==> src/rtl/rv_lsu_unit.sv <==
// Load/store unit that connects a core-side request port to a single-beat data bus.
// Loads and stores that cross a bus word are split into two beats when MISALIGN_EN=1.
// When MISALIGN_EN=0 they are reported as errors instead.
//
// Package rv_lsu_pkg : access-size codes carried on lsu_size_i.
// Ports:
//   clk_i, rst_i           clock, synchronous active-high reset
//   lsu_req_i .. lsu_wdata_i  core request (held until lsu_valid_o)
//   lsu_rdata_o, lsu_valid_o, lsu_err_o, lsu_stall_o  core response
//   data_req_o, data_gnt_i, data_we_o, data_addr_o, data_be_o, data_wdata_o  bus request
//   data_rvalid_i, data_rdata_i  bus response

package rv_lsu_pkg;
    localparam int unsigned MEM_ACCESS_W = 3;
    localparam logic [MEM_ACCESS_W-1:0] WORD  = 3'd0;
    localparam logic [MEM_ACCESS_W-1:0] HALF  = 3'd1;
    localparam logic [MEM_ACCESS_W-1:0] BYTE  = 3'd2;
    localparam logic [MEM_ACCESS_W-1:0] UHALF = 3'd3;
    localparam logic [MEM_ACCESS_W-1:0] UBYTE = 3'd4;
    localparam logic [MEM_ACCESS_W-1:0] DWORD = 3'd5;
    localparam logic [MEM_ACCESS_W-1:0] UWORD = 3'd6;
endpackage

module rv_lsu_unit
    import rv_lsu_pkg::*;
#(
    parameter int unsigned XLEN        = 32,
    parameter bit          MISALIGN_EN = 1'b1
) (
    input  logic                    clk_i,
    input  logic                    rst_i,
    input  logic                    lsu_req_i,
    input  logic                    lsu_we_i,
    input  logic [MEM_ACCESS_W-1:0] lsu_size_i,
    input  logic [XLEN-1:0]         lsu_addr_i,
    input  logic [XLEN-1:0]         lsu_wdata_i,
    output logic [XLEN-1:0]         lsu_rdata_o,
    output logic                    lsu_valid_o,
    output logic                    lsu_err_o,
    output logic                    lsu_stall_o,
    output logic                    data_req_o,
    input  logic                    data_gnt_i,
    output logic                    data_we_o,
    output logic [XLEN-1:0]         data_addr_o,
    output logic [XLEN/8-1:0]       data_be_o,
    output logic [XLEN-1:0]         data_wdata_o,
    input  logic                    data_rvalid_i,
    input  logic [XLEN-1:0]         data_rdata_i
);
    localparam int unsigned NB = XLEN / 8;
    localparam int unsigned OW = $clog2(NB);

    typedef enum logic [2:0] {StIdle, StReq1, StWait1, StReq2, StWait2, StDone} state_e;

    state_e                  state_q;
    logic [XLEN-1:0]         addr_q;
    logic                    we_q;
    logic [MEM_ACCESS_W-1:0] size_q;
    logic [XLEN-1:0]         wdata_q;
    logic [XLEN-1:0]         rlo_q;

    logic [XLEN-1:0]         sel_addr;
    logic                    sel_we;
    logic [MEM_ACCESS_W-1:0] sel_size;
    logic [XLEN-1:0]         sel_wdata;
    logic [OW-1:0]           off;
    logic [3:0]              nbytes;
    int                      span;
    logic                    split;
    logic                    illegal;
    logic                    is_signed;
    logic [2*NB-1:0]         lane_mask;
    logic [2*XLEN-1:0]       shifted;
    logic [2*XLEN-1:0]       wide_wdata;
    logic [2*XLEN-1:0]       rd_wide;
    logic [XLEN-1:0]         rd_raw;
    logic [XLEN-1:0]         ext_mask;
    logic                    sign_bit;
    logic [XLEN-1:0]         load_result;
    logic [XLEN-1:0]         beat1_addr;
    logic [XLEN-1:0]         beat2_addr;

    assign lsu_stall_o = lsu_req_i & ~lsu_valid_o;

    // In IDLE the request inputs drive the beat planning directly, so the first beat
    // can be registered on the accepting edge; afterwards only latched values are used.
    always_comb begin
        sel_addr  = (state_q == StIdle) ? lsu_addr_i  : addr_q;
        sel_we    = (state_q == StIdle) ? lsu_we_i    : we_q;
        sel_size  = (state_q == StIdle) ? lsu_size_i  : size_q;
        sel_wdata = (state_q == StIdle) ? lsu_wdata_i : wdata_q;
        off       = sel_addr[OW-1:0];

        case (sel_size)
            BYTE, UBYTE:  nbytes = 4'd1;
            HALF, UHALF:  nbytes = 4'd2;
            WORD, UWORD:  nbytes = 4'd4;
            DWORD:        nbytes = 4'd8;
            default:      nbytes = 4'd0;
        endcase
        is_signed = (sel_size == WORD) || (sel_size == HALF) || (sel_size == BYTE);

        span    = int'(off) + int'(nbytes);
        split   = span > int'(NB);
        illegal = (nbytes == 4'd0)
               || (sel_we && ((sel_size == UHALF) || (sel_size == UBYTE) || (sel_size == UWORD)))
               || ((XLEN == 32) && ((sel_size == DWORD) || (sel_size == UWORD)))
               || (split && !MISALIGN_EN);

        // Lanes [NB-1:0] belong to beat 1, lanes [2*NB-1:NB] to beat 2.
        for (int i = 0; i < 2 * NB; i++) begin
            lane_mask[i] = (i >= int'(off)) && (i < span);
        end
        shifted = {{XLEN{1'b0}}, sel_wdata} << {off, 3'b000};
        for (int i = 0; i < 2 * NB; i++) begin
            wide_wdata[8*i +: 8] = lane_mask[i] ? shifted[8*i +: 8] : 8'h00;
        end

        beat1_addr = {sel_addr[XLEN-1:OW], {OW{1'b0}}};
        beat2_addr = beat1_addr + XLEN'(NB);

        // Beat 1 data sits below beat 2 data; shifting by the offset aligns the access.
        rd_wide = (state_q == StWait2) ? {data_rdata_i, rlo_q} : {{XLEN{1'b0}}, data_rdata_i};
        rd_raw  = XLEN'(rd_wide >> {off, 3'b000});
        for (int i = 0; i < NB; i++) begin
            ext_mask[8*i +: 8] = (i < int'(nbytes)) ? 8'hFF : 8'h00;
        end
        sign_bit = 1'b0;
        for (int i = 0; i < XLEN; i++) begin
            if (i == 8 * int'(nbytes) - 1) sign_bit = rd_raw[i];
        end
        load_result = (rd_raw & ext_mask) | ((is_signed && sign_bit) ? ~ext_mask : '0);
    end

    always_ff @(posedge clk_i) begin
        if (rst_i) begin
            state_q      <= StIdle;
            addr_q       <= '0;
            we_q         <= 1'b0;
            size_q       <= '0;
            wdata_q      <= '0;
            rlo_q        <= '0;
            lsu_rdata_o  <= '0;
            lsu_valid_o  <= 1'b0;
            lsu_err_o    <= 1'b0;
            data_req_o   <= 1'b0;
            data_we_o    <= 1'b0;
            data_addr_o  <= '0;
            data_be_o    <= '0;
            data_wdata_o <= '0;
        end else begin
            case (state_q)
                StIdle: begin
                    if (lsu_req_i) begin
                        addr_q  <= lsu_addr_i;
                        we_q    <= lsu_we_i;
                        size_q  <= lsu_size_i;
                        wdata_q <= lsu_wdata_i;
                        if (illegal) begin
                            state_q     <= StDone;
                            lsu_valid_o <= 1'b1;
                            lsu_err_o   <= 1'b1;
                            lsu_rdata_o <= '0;
                        end else begin
                            state_q      <= StReq1;
                            lsu_err_o    <= 1'b0;
                            data_req_o   <= 1'b1;
                            data_we_o    <= lsu_we_i;
                            data_addr_o  <= beat1_addr;
                            data_be_o    <= lane_mask[NB-1:0];
                            data_wdata_o <= wide_wdata[XLEN-1:0];
                        end
                    end
                end
                StReq1: begin
                    if (data_gnt_i) begin
                        data_req_o <= 1'b0;
                        state_q    <= StWait1;
                    end
                end
                StWait1: begin
                    if (data_rvalid_i) begin
                        rlo_q <= data_rdata_i;
                        if (split) begin
                            state_q      <= StReq2;
                            data_req_o   <= 1'b1;
                            data_addr_o  <= beat2_addr;
                            data_be_o    <= lane_mask[2*NB-1:NB];
                            data_wdata_o <= wide_wdata[2*XLEN-1:XLEN];
                        end else begin
                            state_q     <= StDone;
                            lsu_valid_o <= 1'b1;
                            lsu_rdata_o <= we_q ? '0 : load_result;
                        end
                    end
                end
                StReq2: begin
                    if (data_gnt_i) begin
                        data_req_o <= 1'b0;
                        state_q    <= StWait2;
                    end
                end
                StWait2: begin
                    if (data_rvalid_i) begin
                        state_q     <= StDone;
                        lsu_valid_o <= 1'b1;
                        lsu_rdata_o <= we_q ? '0 : load_result;
                    end
                end
                StDone: begin
                    state_q     <= StIdle;
                    lsu_valid_o <= 1'b0;
                    lsu_err_o   <= 1'b0;
                end
                default: state_q <= StIdle;
            endcase
        end
    end
endmodule

==> config.mk <==
export PLATFORM = sky130hd
export DESIGN_NAME = rv_lsu_unit
export DESIGN_NICKNAME = d
export VERILOG_FILES = /design/src/rtl/rv_lsu_unit.sv
export SDC_FILE = /design/constraint.sdc
export NUM_CORES = 1
export LEC_CHECK = 0
export BUFFER_PORTS_ARGS = -buffer_cell sky130_fd_sc_hd__clkbuf_2
export CAP_MARGIN = 20
export CORE_ASPECT_RATIO = 1.25
export CORE_MARGIN = 3
export CORE_UTILIZATION = 45
export CTS_CLUSTER_DIAMETER = 30
export DETAILED_ROUTE_END_ITERATION = 16
export PLACE_DENSITY = 0.69
export SLEW_MARGIN = 20
export SYNTH_ARGS = -nofsm -noshare
export SYNTH_HDL_FRONTEND = slang
export SYNTH_SLANG_ARGS = --single-unit
==> constraint.sdc <==
create_clock -name clk_i -period 6.25 [get_ports clk_i]
set_clock_uncertainty 0.1 [all_clocks]
set_input_delay 0.3125 -clock clk_i [delete_from_list [all_inputs] [get_ports clk_i]]
set_output_delay 0.3125 -clock clk_i [all_outputs]
set_load 0.03 [all_outputs]
==> results_tabular.tex, run 1 <==
\begin{tabular}{lr}
\hline
Metric & Value \\
\hline
\multicolumn{2}{l}{\textbf{Die}} \\
\quad Number of top-level pins & 210 \\
\quad Count of standard-cell rows & 65 \\
\quad Vertical die dimension & 186.5 microns \\
\quad Floorplan die area & 28,050 sq um \\
\quad Starting Density & 0.4607 \\
\quad Placeable core region & 25,460 sq um \\
\quad Die width & 150.4 microns \\
\multicolumn{2}{l}{\textbf{Logic synthesis}} \\
\quad Combined area of all synthesized cells & 11,730 sq um \\
\quad Leading register cell type out of synthesis & sky130\_fd\_sc\_hd\_\_dfxtp\_1 \\
\quad Number of warnings printed during yosys synthesis & 0 \\
\quad Yosys top cell area share & 0.3499 \\
\quad Area contributors post-synth & sky130\_fd\_sc\_hd\_\_dfxtp\_1, sky130\_fd\_sc\_hd\_\_nand2\_1, sky130\_fd\_sc\_hd\_\_a21oi\_1, sky130\_fd\_sc\_hd\_\_mux2i\_1, sky130\_fd\_sc\_hd\_\_clkbuf\_1 \\
\quad Synthesized instance count & 1,559 \\
\quad Share of synthesized flip-flops with an asynchronous set or reset & 0 \\
\quad FF+latch count, synth & 205 \\
\quad Post-synth top area cell & sky130\_fd\_sc\_hd\_\_dfxtp\_1 \\
\quad Part of the Yosys area used for sequential elements & 0.3499 \\
\quad Number of synthesized flops with an enable pin & 0 \\
\quad Avg Inst Size Synth & 7.522 sq um \\
\quad Post-synthesis cell type count & 76 \\
\multicolumn{2}{l}{\textbf{Worst setup path}} \\
\quad Buffering stage count on the worst path with inverters included & 4 \\
\quad Crit path top cell by count & sky130\_fd\_sc\_hd\_\_inv\_1 \\
\quad Cell family with the largest share of critical-path delay & buffers and inverters \\
\quad Data arrival time of the critical path & 5320 ps \\
\quad Required time worst endpoint & 6590 ps \\
\quad Critical Path Slowest Stage Cell & sky130\_fd\_sc\_hd\_\_inv\_2 \\
\quad Endpoint class of the critical path & register \\
\quad CP peak stage delay & 730 ps \\
\quad Cell-by-cell listing of the critical path & nor3\_4 > mux2i\_4 > inv\_2 > ha\_1 > inv\_1 > fa\_1 > inv\_1 > a21o\_1 > o211ai\_2 > a21oi\_4 > nand2\_1 > buf\_4 > o41ai\_1 \\
\quad Max FO, Critical Path & 53 \\
\quad Critical path class & reg -> reg \\
\quad Startpoint kind of the worst setup timing path & register \\
\multicolumn{2}{l}{\textbf{Final layout}} \\
\quad Non-filler instance count after layout & 2,169 \\
\quad Most common library cell in the layout ignoring fill and taps & sky130\_fd\_sc\_hd\_\_nand2\_1 \\
\quad Fillcell total & 2,203 \\
\quad Most frequent cells in the layout & sky130\_fd\_sc\_hd\_\_nand2\_1, sky130\_fd\_sc\_hd\_\_clkbuf\_2, sky130\_fd\_sc\_hd\_\_dfxtp\_1, sky130\_fd\_sc\_hd\_\_a21oi\_1, sky130\_fd\_sc\_hd\_\_dlygate4sd3\_1 \\
\quad Area Growth Syn to Fin & 31.71\% \\
\quad Fraction of final layout cells sized beyond drive strength 1 & 0.2003 \\
\quad Area of all placed cells without fillers & 15,450 sq um \\
\quad Total area of multi-input combinational cells & 7059 sq um \\
\quad Sequential Area & 4104 sq um \\
\quad Layout Nets & 1,907 \\
\multicolumn{2}{l}{\textbf{GRT}} \\
\quad Number of antenna violations at the first check in global routing & 2 \\
\quad Overall global routing resource usage & 0.2753 \\
\quad Largest net degree at the start of global routing & 100 \\
\quad First-pass GRT wire length & 63.16 mm \\
\quad Remaining global-route overflow & 0 \\
\quad Via count of the first global-routing pass & 12,109 \\
\multicolumn{2}{l}{\textbf{Power}} \\
\quad Post-route total power & 6.894 mW \\
\quad Power Dens Cells & 446.4 nW/um\^{}2 \\
\quad LEAKAGE & 6.370 nW \\
\quad Worst VDD drop & 0.2636 mV \\
\multicolumn{2}{l}{\textbf{Drt}} \\
\quad Final wirelength & 40.49 mm \\
\quad Drc violations & 0 \\
\quad Number of iterations in the first detailed-routing pass & 6 \\
\quad Detail-routed net length per standard cell & 18.67 microns \\
\quad Via density per instance & 5.858 \\
\quad Final ANT Viol Nets & 0 \\
\quad Via count & 12,707 \\
\quad Detailed Route Iter0 Violations & 860 \\
\multicolumn{2}{l}{\textbf{STA}} \\
\quad Setup Viol. Count Final & 0 \\
\quad Normalized max-slew margin & 0.2702 \\
\quad Post-Route Setup TNS & 0 ps \\
\quad Transition time of the tightest slew-check pin & 1093 ps \\
\quad Setup repair after global routing missed its margin & no \\
\quad Post-route clock period utilization & 0.7956 \\
\quad Final Slew Violations & 0 \\
\quad Time the worst path needs with I/O delays and setup & 4973 ps \\
\quad Max Fclk & 201.1 MHz \\
\quad Final hold vios & 0 \\
\multicolumn{2}{l}{\textbf{Status}} \\
\quad Outcome & completed \\
\multicolumn{2}{l}{\textbf{Clock tree}} \\
\quad \# H-tree levels & 2 \\
\quad CTS Sinks & 205 \\
\quad Clock transition at path regs & 40 ps \\
\quad Clock tree from TritonCTS & built \\
\quad Later-pin clock latency in the skew report & 540 ps \\
\quad Number of resized instances in the post-cts repair step & 0 \\
\quad Root Buffer Master & sky130\_fd\_sc\_hd\_\_clkbuf\_16 \\
\quad Maximum clock insertion buffer count & 3 \\
\quad Number of buffers created by CTS & 47 \\
\multicolumn{2}{l}{\textbf{Placed design}} \\
\quad Input/output buffers & 207 \\
\quad \# placed instances & 1,985 \\
\quad Area post-placement & 12,870 sq um \\
\quad GP Congestion & 0.9247 \\
\quad Post-DP HPWL & 26.74 mm \\
\multicolumn{2}{l}{\textbf{Worst hold path}} \\
\quad Path type of the worst min-delay path & in -> reg \\
\multicolumn{2}{l}{\textbf{Flow run}} \\
\quad MaxCap Viol Count & 0 \\
\hline
\end{tabular}
-- cells in the mapped netlist, types with 14 or more instances --
library cell / n
sky130_fd_sc_hd__a211oi_1: 43
sky130_fd_sc_hd__a21oi_1: 203
sky130_fd_sc_hd__a22oi_1: 28
sky130_fd_sc_hd__a31oi_1: 18
sky130_fd_sc_hd__and3_1: 22
sky130_fd_sc_hd__buf_1: 16
sky130_fd_sc_hd__buf_2: 18
sky130_fd_sc_hd__clkbuf_1: 101
sky130_fd_sc_hd__dfxtp_1: 205
sky130_fd_sc_hd__mux2i_1: 79
sky130_fd_sc_hd__nand2_1: 384
sky130_fd_sc_hd__nand3_1: 41
sky130_fd_sc_hd__nor2_1: 56
sky130_fd_sc_hd__nor2b_1: 14
sky130_fd_sc_hd__nor3_1: 20
sky130_fd_sc_hd__nor4_1: 20
sky130_fd_sc_hd__o211ai_1: 41
sky130_fd_sc_hd__o21ai_0: 39
sky130_fd_sc_hd__xnor2_1: 20
-- state kept, by name (all words and copies together), names as in the netlist, 3 cells and up --
register,count
addr_q,32
data_wdata_o,32
lsu_rdata_o,32
rlo_q,32
wdata_q,32
data_addr_o,30
data_be_o,4
size_q,3
state_q,3
-- logic make-up (layout without fill, tap and decap cells) --
kind of cell             count (synthesis)  count (layout)  share of synthesized area
AO/OA/AOI/OAI                          463             463                     0.2507
XOR/XNOR                                33              33                    0.02465
adder cells (fa/ha/maj)                  7               7                   0.008108
buffers and inverters                  154             426                    0.05441
flip-flops                             205             205                     0.3499
multiplexers                            92              92                    0.08226
other                                    1               4                  0.0003198
AND/OR/NAND/NOR                        604             604                     0.2296
-- metal layers --
layer  wire length, microns  GRT usage
met1                  16070     0.3379
met2                  18940     0.4523
met3                   3450    0.06048
met4                   2023     0.1356
met5                      0          0
-- final cells by class --
cell class              count  share of cell area
inverters                  13            0.003159
flip-flops and latches    205              0.2657
clock inverters            29             0.02155
multi-input cells        1201              0.4570
repair buffers            327              0.1426
clock buffers              57             0.08246
diodes                      2           0.0003240
well taps                 335             0.02714
-- final timing paths --
path                     end  slack, ps           from  cells after the start
min reg2reg       wdata_q[2]        350     wdata_q[2]                      2
max reg2reg  data_addr_o[27]       1280     state_q[1]                     13
max          data_addr_o[27]       1280     state_q[1]                     13
min                size_q[2]         50  lsu_size_i[2]                      3
-- stage by stage --
stage                     utilization  hold WS [ps]  worst slack (ps)
after global routing           0.6068         73.27             883.0
after detailed placement       0.5056         346.9              1308
after floorplan                     -         335.7              1901
after CTS                      0.6064         26.92              1283
final                          0.6068         45.70              1277
after global placement         0.5045         341.2              1484
-- report_power, final --
part | switching (mW) | internal [mW]
Clock | 0.781 | 1.69
Combinational | 1.85 | 0.860
Sequential | 0.178 | 1.53
Total | 2.81 | 4.08
-- repair_timing --
item	CTS	global route
hold buffers	96	0
hold endpoints to repair	97	0
setup buffers	0	0
-- worst reg2reg max path: stages (launching register included) --
cell	delay [ps]
sky130_fd_sc_hd__dfxtp_1	560
sky130_fd_sc_hd__nor3_4	660
sky130_fd_sc_hd__mux2i_4	140
sky130_fd_sc_hd__inv_2	740
sky130_fd_sc_hd__ha_1	320
sky130_fd_sc_hd__inv_1	60
sky130_fd_sc_hd__fa_1	410
sky130_fd_sc_hd__inv_1	100
sky130_fd_sc_hd__a21o_1	180
sky130_fd_sc_hd__o211ai_2	280
sky130_fd_sc_hd__a21oi_4	240
sky130_fd_sc_hd__nand2_1	430
sky130_fd_sc_hd__buf_4	370
sky130_fd_sc_hd__o41ai_1	310
Note: power is estimated with default switching activity, not from simulation.
==> run 2: changes to the inputs <==
- ABC_AREA: not set -> 1
- PLACE_DENSITY: 0.69 -> 0.68
- clock period: 6.25 -> 4.72 ns (I/O delays scaled with it)
==> run 2 against run 1 <==
Via count is 10% higher. Hold slack worse by 33 ps. Total power is 100% higher. Global-route usage is 0.91 points higher. Register-to-register slack worse by 700 ps. Critical endpoint is now data_addr_o[15].
==> results_tabular.tex, run 2 <==
\begin{tabular}{lr}
\hline
Metric & Value \\
\hline
\multicolumn{2}{l}{\textbf{Final layout}} \\
\quad Area Growth Syn to Fin & 29.02\% \\
\quad Sequential Area & 4104 sq um \\
\quad Area of all placed cells without fillers & 16,150 sq um \\
\quad Total area of multi-input combinational cells & 6865 sq um \\
\quad Antenna diode count & 0 \\
\quad Fillcell total & 2,607 \\
\quad Fraction of final layout cells sized beyond drive strength 1 & 0.1479 \\
\quad Most common library cell in the layout ignoring fill and taps & sky130\_fd\_sc\_hd\_\_nand2\_1 \\
\quad Layout Nets & 2,451 \\
\quad Core utilization of the finished layout & 0.5966 \\
\quad Most frequent cells in the layout & sky130\_fd\_sc\_hd\_\_nand2\_1, sky130\_fd\_sc\_hd\_\_o21ai\_0, sky130\_fd\_sc\_hd\_\_inv\_1, sky130\_fd\_sc\_hd\_\_clkbuf\_2, sky130\_fd\_sc\_hd\_\_dfxtp\_1 \\
\multicolumn{2}{l}{\textbf{Drt}} \\
\quad Final wirelength & 43.29 mm \\
\quad Via density per instance & 5.161 \\
\quad Drc violations & 0 \\
\quad Detail-routed net length per standard cell & 15.92 microns \\
\quad Detailed Route Iter0 Violations & 970 \\
\quad Number of iterations in the first detailed-routing pass & 5 \\
\quad Final ANT Viol Nets & 0 \\
\quad Via count & 14,033 \\
\multicolumn{2}{l}{\textbf{STA}} \\
\quad Post-route clock period utilization & 0.8778 \\
\quad Setup repair after global routing missed its margin & no \\
\quad Normalized max-slew margin & 0.2663 \\
\quad Transition time of the tightest slew-check pin & 1100 ps \\
\quad Setup Viol. Count Final & 0 \\
\quad Time the worst path needs with I/O delays and setup & 4143 ps \\
\quad Final Slew Violations & 0 \\
\quad Final hold vios & 0 \\
\quad Post-Route Setup TNS & 0 ps \\
\quad Max Fclk & 241.3 MHz \\
\multicolumn{2}{l}{\textbf{Worst hold path}} \\
\quad Worst hold path endpoint & lsu\_err\_o \\
\quad Worst Hold Path Cells & 4 \\
\quad Beginning of the worst hold path & lsu\_req\_i \\
\quad Path type of the worst min-delay path & in -> reg \\
\multicolumn{2}{l}{\textbf{GRT}} \\
\quad Overall global routing resource usage & 0.2844 \\
\quad Number of antenna violations at the first check in global routing & 0 \\
\quad Remaining global-route overflow & 0 \\
\quad First-pass GRT wire length & 68.53 mm \\
\quad Via count of the first global-routing pass & 13,593 \\
\quad Largest net degree at the start of global routing & 111 \\
\multicolumn{2}{l}{\textbf{Worst setup path}} \\
\quad Critical path class & reg -> reg \\
\quad Cell-by-cell listing of the critical path & inv\_2 > nand2\_4 > nand2\_2 > nand2\_4 > nand2\_1 > nand2\_1 > nand2\_1 > inv\_1 > ha\_1 > inv\_1 > fa\_1 > nand3\_1 > nand2\_2 > nand2\_2 > nand2\_1 > nand2\_1 > nand3\_4 > inv\_2 > nand2\_1 > nand2\_1 > nor2\_1 \\
\quad Crit path top cell by count & sky130\_fd\_sc\_hd\_\_nand2\_1 \\
\quad Minimum setup slack among reg-to-reg paths & 580 ps \\
\quad Reg-to-Reg Start & state\_q[2] \\
\quad Worst R2R Path Depth & 21 \\
\quad Critical Path Slowest Stage Cell & sky130\_fd\_sc\_hd\_\_dfxtp\_1 \\
\quad Worst flop-to-flop path endpoint & data\_addr\_o[15] \\
\quad CP peak stage delay & 570 ps \\
\quad Required time worst endpoint & 5040 ps \\
\quad Startpoint kind of the worst setup timing path & register \\
\quad Max FO, Critical Path & 33 \\
\quad Endpoint class of the critical path & register \\
\quad Data arrival time of the critical path & 4460 ps \\
\multicolumn{2}{l}{\textbf{Placed design}} \\
\quad Post-DP HPWL & 30.04 mm \\
\quad Input/output buffers & 207 \\
\quad Area post-placement & 13,550 sq um \\
\quad GP Congestion & 0.9476 \\
\multicolumn{2}{l}{\textbf{Die}} \\
\quad Vertical die dimension & 192.5 microns \\
\quad Die width & 155.2 microns \\
\quad Placeable core region & 27,080 sq um \\
\quad Count of standard-cell rows & 67 \\
\quad Starting Density & 0.4624 \\
\quad Floorplan die area & 29,870 sq um \\
\quad Number of top-level pins & 210 \\
\multicolumn{2}{l}{\textbf{Logic synthesis}} \\
\quad Area contributors post-synth & sky130\_fd\_sc\_hd\_\_dfxtp\_1, sky130\_fd\_sc\_hd\_\_nand2\_1, sky130\_fd\_sc\_hd\_\_o21ai\_0, sky130\_fd\_sc\_hd\_\_inv\_1, sky130\_fd\_sc\_hd\_\_nor2\_1 \\
\quad FF+latch count, synth & 205 \\
\quad Share of synthesized flip-flops with an asynchronous set or reset & 0 \\
\quad Part of the Yosys area used for sequential elements & 0.3278 \\
\quad Post-synth top area cell & sky130\_fd\_sc\_hd\_\_dfxtp\_1 \\
\quad Post-synthesis cell type count & 47 \\
\quad Number of synthesized flops with an enable pin & 0 \\
\quad Most instantiated cells after synthesis & sky130\_fd\_sc\_hd\_\_nand2\_1, sky130\_fd\_sc\_hd\_\_o21ai\_0, sky130\_fd\_sc\_hd\_\_inv\_1 \\
\quad Synthesized instance count & 2,087 \\
\quad Avg Inst Size Synth & 5.999 sq um \\
\quad Combined area of all synthesized cells & 12,520 sq um \\
\quad Most frequent cell after synthesis & sky130\_fd\_sc\_hd\_\_nand2\_1 \\
\quad Number of warnings printed during yosys synthesis & 0 \\
\quad Leading register cell type out of synthesis & sky130\_fd\_sc\_hd\_\_dfxtp\_1 \\
\quad Yosys top cell area share & 0.3278 \\
\multicolumn{2}{l}{\textbf{Clock tree}} \\
\quad Root Buffer Master & sky130\_fd\_sc\_hd\_\_clkbuf\_16 \\
\quad Number of resized instances in the post-cts repair step & 0 \\
\quad Later-pin clock latency in the skew report & 530 ps \\
\quad Clock transition at path regs & 40 ps \\
\quad Maximum clock insertion buffer count & 3 \\
\quad Clock tree from TritonCTS & built \\
\quad Number of buffers created by CTS & 45 \\
\quad \# H-tree levels & 2 \\
\quad CTS Sinks & 205 \\
\multicolumn{2}{l}{\textbf{Power}} \\
\quad Worst VDD drop & 0.3705 mV \\
\quad Internal power & 6.749 mW \\
\quad Combinational share of power & 0.578 \\
\quad Power share of the sequential group & 0.187 \\
\quad NetSw & 7.071 mW \\
\quad LEAKAGE & 7.826 nW \\
\quad Net switching share of the total power & 0.5116 \\
\quad Post-route total power & 13.82 mW \\
\quad Clock power share & 0.235 \\
\quad Power Dens Cells & 855.6 nW/um\^{}2 \\
\multicolumn{2}{l}{\textbf{Status}} \\
\quad Outcome & completed \\
\multicolumn{2}{l}{\textbf{Flow run}} \\
\quad MaxCap Viol Count & 0 \\
\hline
\end{tabular}
## run 2: cell types whose count changed after synthesis, moves of 23 or more
cell / change
sky130_fd_sc_hd__a211oi_1: -36
sky130_fd_sc_hd__o21ai_0: +213
sky130_fd_sc_hd__inv_1: +236
sky130_fd_sc_hd__a22oi_1: -23
sky130_fd_sc_hd__o211ai_1: -40
sky130_fd_sc_hd__nor2_1: +135
sky130_fd_sc_hd__a21oi_1: -62
sky130_fd_sc_hd__nand3_1: +73
sky130_fd_sc_hd__nand2_1: +282
sky130_fd_sc_hd__clkbuf_1: -38
sky130_fd_sc_hd__mux2i_1: -76
## run 2: stage by stage
step	hold WS, ps	std cells	setup WS (ps)
after global placement	334.9	2535	725.7
after detailed placement	341.1	2535	585.5
after CTS	1.033	2719	565.6
after floorplan	270.9	2088	1575
final	12.82	2719	576.6
after global routing	65.10	2719	99.14
## run 2: final cells by class
class,instances,share of cell area
tap,345,0.02672
timing repair buffer,328,0.1377
multi-input combinational,1506,0.4250
sequential,205,0.2541
inverter,253,0.05895
clock buffer,59,0.07870
clock inverter,23,0.01882
## run 2: worst max-delay path, delay by kind of cell (launching register included)
kind          cells  cell delay (ps)
simple gates     15             1850
buf+inv           4              940
flops             1              570
fa+ha+maj         2              560
## run 2: metal layers
metal / wire length, microns / share of wire / track usage
met1: 16650 / 0.38 / 0.3106
met2: 21320 / 0.49 / 0.5062
met3: 2094 / 0.048 / 0.03993
met4: 3235 / 0.075 / 0.1980
met5: 0 / 0 / 0
## run 2: worst max path at each step
| stage | slack (ps) | startpoint | cells after the start | endpoint |
|---|---|---|---|---|
| 4_1_cts | 570 | state_q[2] | 21 | data_addr_o[15] |
| 3_3_place_gp | 730 | state_q[2] | 21 | data_addr_o[7] |
| 6_report | 580 | state_q[2] | 21 | data_addr_o[15] |
| 5_1_grt | 100 | state_q[2] | 21 | data_addr_o[15] |
| 2_1_floorplan | 1580 | state_q[1] | 20 | data_addr_o[10] |
| 3_5_place_dp | 590 | state_q[2] | 21 | data_addr_o[12] |
## run 2: timing repair
item / CTS / global route
buffers inserted: 0 / 0
hold buffers: 102 / 0
hold endpoints to repair: 103 / 0
## run 2: logic make-up after synthesis
kind of cell	share of synthesized area
fa+ha+maj	0.007595
mux	0.002399
simple gates	0.3435
flops	0.3278
other cells	0.0002995
xor+xnor	0.01119
buf+inv	0.1270
compound gates	0.1802
## run 2: power groups by stage
stage          sequential (mW)  clock [mW]  combinational (mW)
3_3_place_gp              2.60           0                7.77
4_1_cts                   2.59        3.28                7.95
5_1_grt                   2.64        3.37                8.96
2_1_floorplan             3.22           0                5.25
3_5_place_dp              2.62           0                7.84
6_report                  2.59        3.24                7.99
